<file path="config.mk">
export PLATFORM = sky130hd
export DESIGN_NAME = comperator_axi_ip_v1_0_block_writer
export DESIGN_NICKNAME = d
export VERILOG_FILES = /design/src/rtl/comperator_axi_ip_v1_0_block_writer.sv
export SDC_FILE = /design/constraint.sdc
export NUM_CORES = 1
export LEC_CHECK = 0
export CELL_PAD_IN_SITES_DETAIL_PLACEMENT = 0
export CELL_PAD_IN_SITES_GLOBAL_PLACEMENT = 1
export CORE_MARGIN = 3
export CORE_UTILIZATION = 46
export CTS_CLUSTER_DIAMETER = 150
export DETAILED_ROUTE_END_ITERATION = 16
export PLACE_DENSITY = 0.92
export SYNTH_ARGS = -nofsm -noshare
export SYNTH_HDL_FRONTEND = slang
export SYNTH_SLANG_ARGS = --single-unit
</file>
<file path="constraint.sdc">
create_clock -name aclk -period 4.9 [get_ports aclk]
set_input_delay 0.49 -clock aclk [delete_from_list [all_inputs] [get_ports aclk]]
set_output_delay 0.49 -clock aclk [all_outputs]
set_load 0.1 [all_outputs]
</file>
<file path="src/rtl/comperator_axi_ip_v1_0_block_writer.sv">
// comperator_axi_ip_v1_0_block_writer
// AXI4-Stream master that serialises one parallel block of 24-bit pixels
// into consecutive beats. The first pixel sits in slice len-1 of the block,
// the last in slice 0, so the block is left-aligned into a shift register
// and the top slice is always the current beat.
// Optional build macro: COMPERATOR_BLOCK_WRITER_BACKTOBACK_EN
//   defined   -> a go on the final handshake loads the next block with no bubble
//   undefined -> at least one DONE cycle separates consecutive blocks
module comperator_axi_ip_v1_0_block_writer #(
  parameter int BLOCK_SIZE = 8
) (
  input  logic                       aclk,
  input  logic                       aresetn,
  input  logic                       go,
  input  logic [BLOCK_SIZE*24-1:0]   block,
  input  logic [15:0]                len,
  input  logic                       sof,
  input  logic                       eol,
  output logic                       done,
  output logic                       busy,
  output logic [23:0]                m_axis_tdata,
  output logic                       m_axis_tvalid,
  input  logic                       m_axis_tready,
  output logic                       m_axis_tuser,
  output logic                       m_axis_tlast
);

  localparam int DATA_WIDTH  = 24;
  localparam int BLOCK_WIDTH = BLOCK_SIZE * DATA_WIDTH;

  localparam logic [1:0] IDLE = 2'd0;
  localparam logic [1:0] SEND = 2'd1;
  localparam logic [1:0] DONE = 2'd2;

  logic [1:0]             state;
  logic [BLOCK_WIDTH-1:0] shreg;
  logic [15:0]            remaining;
  logic                   eol_l;

  logic [15:0]            lenc;
  logic [BLOCK_WIDTH-1:0] load_val;
  logic                   hs;
  logic                   go_ok;

  // Clamp the requested length and left-align the block so pixel 0 is on top
  always_comb begin
    lenc     = (len > 16'(BLOCK_SIZE)) ? 16'(BLOCK_SIZE) : len;
    load_val = block << ((BLOCK_SIZE - int'(lenc)) * DATA_WIDTH);
  end

  // Handshake and go-acceptance decode
  always_comb begin
    hs    = m_axis_tvalid && m_axis_tready;
    go_ok = go && ((state == IDLE) || (state == DONE));
`ifdef COMPERATOR_BLOCK_WRITER_BACKTOBACK_EN
    if (go && (state == SEND) && hs && (remaining == 16'd1))
      go_ok = 1'b1;
`endif
  end

  // The current beat is always the top slice of the shift register
  assign m_axis_tdata = shreg[BLOCK_WIDTH-1 -: DATA_WIDTH];

  // Control FSM with registered stream outputs
  always_ff @(posedge aclk or negedge aresetn) begin
    if (!aresetn) begin
      state         <= IDLE;
      shreg         <= '0;
      remaining     <= '0;
      eol_l         <= 1'b0;
      m_axis_tvalid <= 1'b0;
      m_axis_tuser  <= 1'b0;
      m_axis_tlast  <= 1'b0;
      done          <= 1'b0;
      busy          <= 1'b0;
    end else if (go_ok) begin
      shreg     <= load_val;
      remaining <= lenc;
      eol_l     <= eol;
      if (lenc != 16'd0) begin
        state         <= SEND;
        m_axis_tvalid <= 1'b1;
        m_axis_tuser  <= sof;
        m_axis_tlast  <= eol && (lenc == 16'd1);
        busy          <= 1'b1;
        // a load straight out of SEND is a back-to-back block: done pulses once
        done          <= (state == SEND);
      end else begin
        state         <= DONE;
        m_axis_tvalid <= 1'b0;
        m_axis_tuser  <= 1'b0;
        m_axis_tlast  <= 1'b0;
        busy          <= 1'b0;
        done          <= 1'b1;
      end
    end else begin
      case (state)
        SEND: begin
          done <= 1'b0;
          if (hs) begin
            if (remaining == 16'd1) begin
              state         <= DONE;
              m_axis_tvalid <= 1'b0;
              m_axis_tuser  <= 1'b0;
              m_axis_tlast  <= 1'b0;
              busy          <= 1'b0;
              done          <= 1'b1;
            end else begin
              shreg         <= shreg << DATA_WIDTH;
              remaining     <= remaining - 16'd1;
              m_axis_tuser  <= 1'b0;
              m_axis_tlast  <= eol_l && (remaining == 16'd2);
            end
          end
        end
        IDLE, DONE: ;
        default: begin
          state         <= IDLE;
          m_axis_tvalid <= 1'b0;
          busy          <= 1'b0;
          done          <= 1'b0;
        end
      endcase
    end
  end

endmodule

</file>
After elaboration in Yosys (flattened, before gate mapping)
Cells that the tools add are included.
Storage, ports and cells
  output and inout port bits: 29
  input port bits: 214
  register bits: 215
Cells by class
  multiply operators: 1
  $add $sub $neg: 2
  multiplexer cells: 33
  eq/ne operators: 9
  reduce and logical (&&, ||, !) cells: 13
  $lt $le $gt $ge: 1
  shift-type cells: 1
Operators by type and width (number)
  2-to-1 mux 192 bit: 4
  left shift 192 x 32 -> 192 bit: 1
  2-to-1 mux 16 bit: 5
  == test 16 x 1 -> 1 bit, second input constant: 2
  multiplier 17 x 3 -> 20 bit, second input constant: 1
  2-to-1 mux 1 bit: 17
  subtractor 4 x 16 -> 17 bit, first input constant: 1
  == test 16 x 2 -> 1 bit, second input constant: 1
  greater-than comparator 16 x 4 -> 1 bit, second input constant: 1
  nonzero test 16 bit: 1
  subtractor 16 x 1 -> 16 bit, second input constant: 1
  2-to-1 mux 2 bit: 4
  AND reduction 3 bit: 2
  logical AND 1 bit: 4
  != test 2 bit, second input constant: 2
  case mux 1 bit (2 select lines): 2
  case mux 2 bit (2 select lines): 1
  nonzero test 2 bit: 2
  != test 3 x 2 -> 1 bit, second input constant: 1
  != test 3 bit, second input constant: 1
  == test 2 x 1 -> 1 bit, second input constant: 1
  == test 2 bit, second input constant: 1
  logical NOT 2 bit: 1
  AND reduction 2 bit: 1
  other kinds (2): 2

Logic depth before layout (Yosys ltp)
  word-level depth: 6
  gate-level depth with buffers: 27
  mapped depth without buffers: 19

Least setup slack after synthesis
Ideal clock, no wire load.
  kind: input -> register
  start point: input port len[0]
  end point: register shreg[154]
  setup slack: -1.022 ns
  data arrival time: 5.780 ns
  setup time: 0.142 ns
  stages on the path: 27
  cell sequence: buf_2 > o31ai_2 > nand4_2 > nor2_2 > inv_2 > buf_2 > buf_2 > clkbuf_1 > ha_1 > clkbuf_1 > xor2_1 > ha_1 > ha_1 > inv_1 > fa_1 > nor2b_4 > o31ai_4 > a211o_1 > or3b_2 > and4_1 > nand4_4 > nor4_2 > buf_4 > buf_6 > buf_4 > o211ai_1 > o221ai_1
On the way
  longest elaborated chain between the ends: 6
Ends and longest elaborated chain
  from (decl): RTL line 16  | input logic [15:0] len,
  greater-than comparator 16 x 4 -> 1 bit: RTL line 47  | lenc = (len > 16'(BLOCK_SIZE)) ? 16'(BLOCK_SIZE) : len;
  2-to-1 mux 16 bit *: RTL line 47
  subtractor 4 x 16 -> 17 bit *: RTL line 48  | load_val = block << ((BLOCK_SIZE - int'(lenc)) * DATA_WIDTH);
  multiplier 17 x 3 -> 20 bit *: RTL line 48
  left shift 192 x 32 -> 192 bit *: RTL line 48
  2-to-1 mux 192 bit *: RTL line 76  | end else if (go_ok) begin
  to (signal assigned): RTL line 77  | shreg <= load_val;
  to (signal assigned): RTL line 109  | shreg <= shreg << DATA_WIDTH;
  to (decl): RTL line 36  | logic [BLOCK_WIDTH-1:0] shreg;
Mark *: on every way between the ends. The rest lies on a longest branch, timed or not.
A chain may end at the register's enable or synchronous reset.

Worst setup path after layout
  start point: input port len[10]
  end point: register shreg[64]
The elaborated chain is that of the path after synthesis.

==> flow_summary.json <==
{
  "area.growth.synth_to_final_pct": 30.4,
  "grt.overflow.total": 0,
  "drtPass1Iterations": 8,
  "finalPower_w": 0.00827,
  "path_cells": "clkdlybuf4s50_1 -> nor4_4 -> and4_4 -> and2_4 -> buf_4 -> buf_4 -> ha_1 -> ha_4 -> inv_2 -> fa_4 -> nor2b_4 -> o31ai_4 -> a211o_1 -> or3b_4 -> and4_4 -> nand4_4 -> nor4_4 -> buf_6 -> clkbuf_16 -> clkbuf_16 -> a221oi_1 -> nor2_1",
  "numClockSinks": 214,
  "finalCriticalPeriod_ns": 4.77,
  "cts_tree": "built",
  "critPathSlowestCell": "fa_4",
  "port_buffers": 242,
  "cp.arrival_ns": 5.20,
  "ys_warn_count": 0,
  "grt_pass1_wl_mm": 126,
  "synth_most_common_cell": "mux2i_1",
  "post-place-ws_ns": -1.13,
  "place_hpwl_mm": 68.0,
  "crit_family": "simple AND/OR/NAND/NOR gates",
  "die_w_um": 208,
  "netlist_top_cells_count": "383 x mux2i_1, 244 x nand2_1, 233 x nor2_1",
  "synth_top_area_share": 0.285,
  "ant_nets": 0,
  "antenna_found_initial": 3,
  "synth_cell_types": 83,
  "root_buffer": "clkbuf_16",
  "rows": 73,
  "avgRoutedWirePerCell_um": 28.2,
  "synth_top_family_by_area": "multiplexers",
  "grt.total_usage": 0.383,
  "route.detailed.drc": 0,
  "ir_worst_vdd_mv": 0.278,
  "r2r-start": "remaining[4]",
  "violations": "max-capacitance violations, max-slew violations",
  "vias": 20067,
  "clock_skew_ns": 0.0195,
  "ys_ff_latch": 214,
  "min_period_over_period": 0.974,
  "ctsLongestPathBuffers": 3,
  "io_pins": 243,
  "synth_xor_area_frac": 0.00931,
  "drtIter0Drc": 2471,
  "synthTopCellsByArea": "dfrtp_1 28%, mux2i_1 20%, nand2_1 4.9%, nor2_1 4.7%, o21ai_0 3.9%",
  "hold_viol_final": 0,
  "max-cap-violations": 1,
  "gp_congestion": 1.07,
  "synth_largest_area_cell": "dfrtp_1",
  "synth-simple-area-share": 0.162,
  "slew_headroom": -0.0330,
  "clock_latency_ns": 0.55,
  "drive_above_1_share": 0.172,
  "crit_required_ns": 5.33,
  "fin_nets": 2810,
  "yosys.area_share.adder": 0.0250,
  "max_stage_delay_ns": 0.45,
  "crit_fanout": 14,
  "syn-cell-area_um2": 18800,
  "power_density_nw_per_um2": 337,
  "end_kind": "flop",
  "setup_slack_ns": 0.127,
  "critPathLaunchType": "input port",
  "ys.flop_type": "dfrtp_1",
  "initial_utilization": 0.469,
  "htree_levels": 1,
  "cts_buffers": 23,
  "status": "finished, violations left",
  "timing.critical_path.from": "len[10]",
  "design.die.area_um2": 43300,
  "slew_viol_final": 2,
  "critPathKind": "input port to flop",
  "leakage_nw": 10.5,
  "routed_wl_mm": 87.6,
  "hold_path_class": "flop to flop",
  "synth.area.mux_share": 0.240,
  "synth_edf_count": 0,
  "async_reset_ff_frac": 1.00,
  "syn_inst": 2232,
  "grt_max_degree": 94,
  "synth_compound_area_frac": 0.219,
  "vias_per_cell": 6.47,
  "min_from": "shreg[12]",
  "clkTransAtPathRegs_ns": 0.06,
  "grt_pass1_vias": 19224,
  "fillCellCount": 3525,
  "coreArea_um2": 40100,
  "setup_viol": 0,
  "max_slew.worst_pin.slew_ns": 1.53,
  "timing.critical_path.buf_inv": 7,
  "syn-mean-instance-area_um2": 8.43,
  "fmax_mhz": 210,
  "dieHeight_um": 208,
  "synth_seq_area_share": 0.285
}
power breakdown:
group	switching, W	total (W)	internal (W)
registers	0.000411	0.00274	0.00232
logic	0.00242	0.00365	0.00123
clock network	0.000782	0.00188	0.00110
metal layers:
layer  up-vias  part of all wire  global-route usage
met4         2             0.029              0.0995
met1      9745              0.43               0.554
met3       130              0.14               0.166
li1       8881                 -                   -
met2      1309              0.40               0.518
met5         -            0.0011              0.0145
placed cells by master (no fill, tap or decap), drive strengths merged, types with 7 or more instances in the layout:
cell           instances
a211oi                22
a21o                  10
a21oi                139
a221oi                20
a22o                  30
a22oi                  9
a31oi                 44
and2                  19
and3                  34
buf                  259
clkbuf                41
clkdlybuf4s50        230
conb                  12
dfrtp                214
dlymetal6s2s          10
ha                    36
inv                   20
mux2                  45
mux2i                383
mux4                   8
nand2                244
nand3                 55
nand4                 12
nor2                 235
nor2b                  8
nor3                  21
nor4                  15
o211ai                47
o21a                   7
o21ai                154
o221ai                11
o22ai                 38
o2bb2ai               48
xnor2                 12
xor2                   8
cells by family after synthesis:
group | Yosys count
mux | 436
buf+inv | 234
compound gates | 625
other cells | 1
fa+ha+maj | 37
xor+xnor | 20
simple gates | 665
flops | 214
sequential cells by signal (all words and copies together) (netlist names):
register and flops:
m_axis_tlast 1, done 1, shreg 192, m_axis_tuser 1
remaining 16, eol_l 1, state 2
worst min-delay path: cells and delay by family (launching register included):
family	cells	cell delay, ns
flops	1	0.35
compound gates	1	0.06
simple gates	1	0.05
layout make-up:
| cell class | instances | area (µm²) | area share |
|---|---|---|---|
| Multi-Input combinational cell | 1795 | 12800 | 0.521 |
| Sequential cell | 214 | 5360 | 0.218 |
| Timing Repair Buffer | 507 | 4850 | 0.198 |
| Clock buffer | 35 | 701 | 0.0286 |
| Tap cell | 525 | 657 | 0.0268 |
| Clock inverter | 6 | 103 | 0.00418 |
| Inverter | 18 | 72.6 | 0.00296 |
| Antenna cell | 3 | 7.51 | 0.000306 |
metrics by stage:
stage | hold WS (ns) | util | instance area [µm²] | TNS, ns | instances
final | 0.489 | 0.612 | 24500 | 0 | 3103
after global routing | 0.519 | 0.612 | 24500 | -0.122 | 3102
after floorplan | 0.194 | - | 19100 | -43.55 | 2243
after global placement | 0.464 | 0.578 | 23200 | -172.28 | 3041
after detailed placement | 0.472 | 0.578 | 23200 | -195.60 | 3041
after CTS | 0.486 | 0.601 | 24100 | -0.00663 | 3088
final timing paths:
path	endpoint	slack, ns	cells after the start
max reg2reg	remaining[14]	0.97	10
max in group asynchronous	shreg[140]	3.22	3
min	shreg[12]	0.49	2
min in group asynchronous	shreg[11]	0.51	2
max	shreg[64]	0.13	22
min reg2reg	shreg[12]	0.49	2
repair_timing:
action | 4_1_cts | 5_1_grt
hold buffers | 1 | 0
cloned | 1 | 5
gates resized for setup | 14 | 52
hold endpoints to repair | 47 | 0
buffers inserted | 4 | 8
pin swaps | 10 | 17
endpoints found under the setup margin | 192 | 190
No activity file was read; power rests on OpenSTA's default activity.
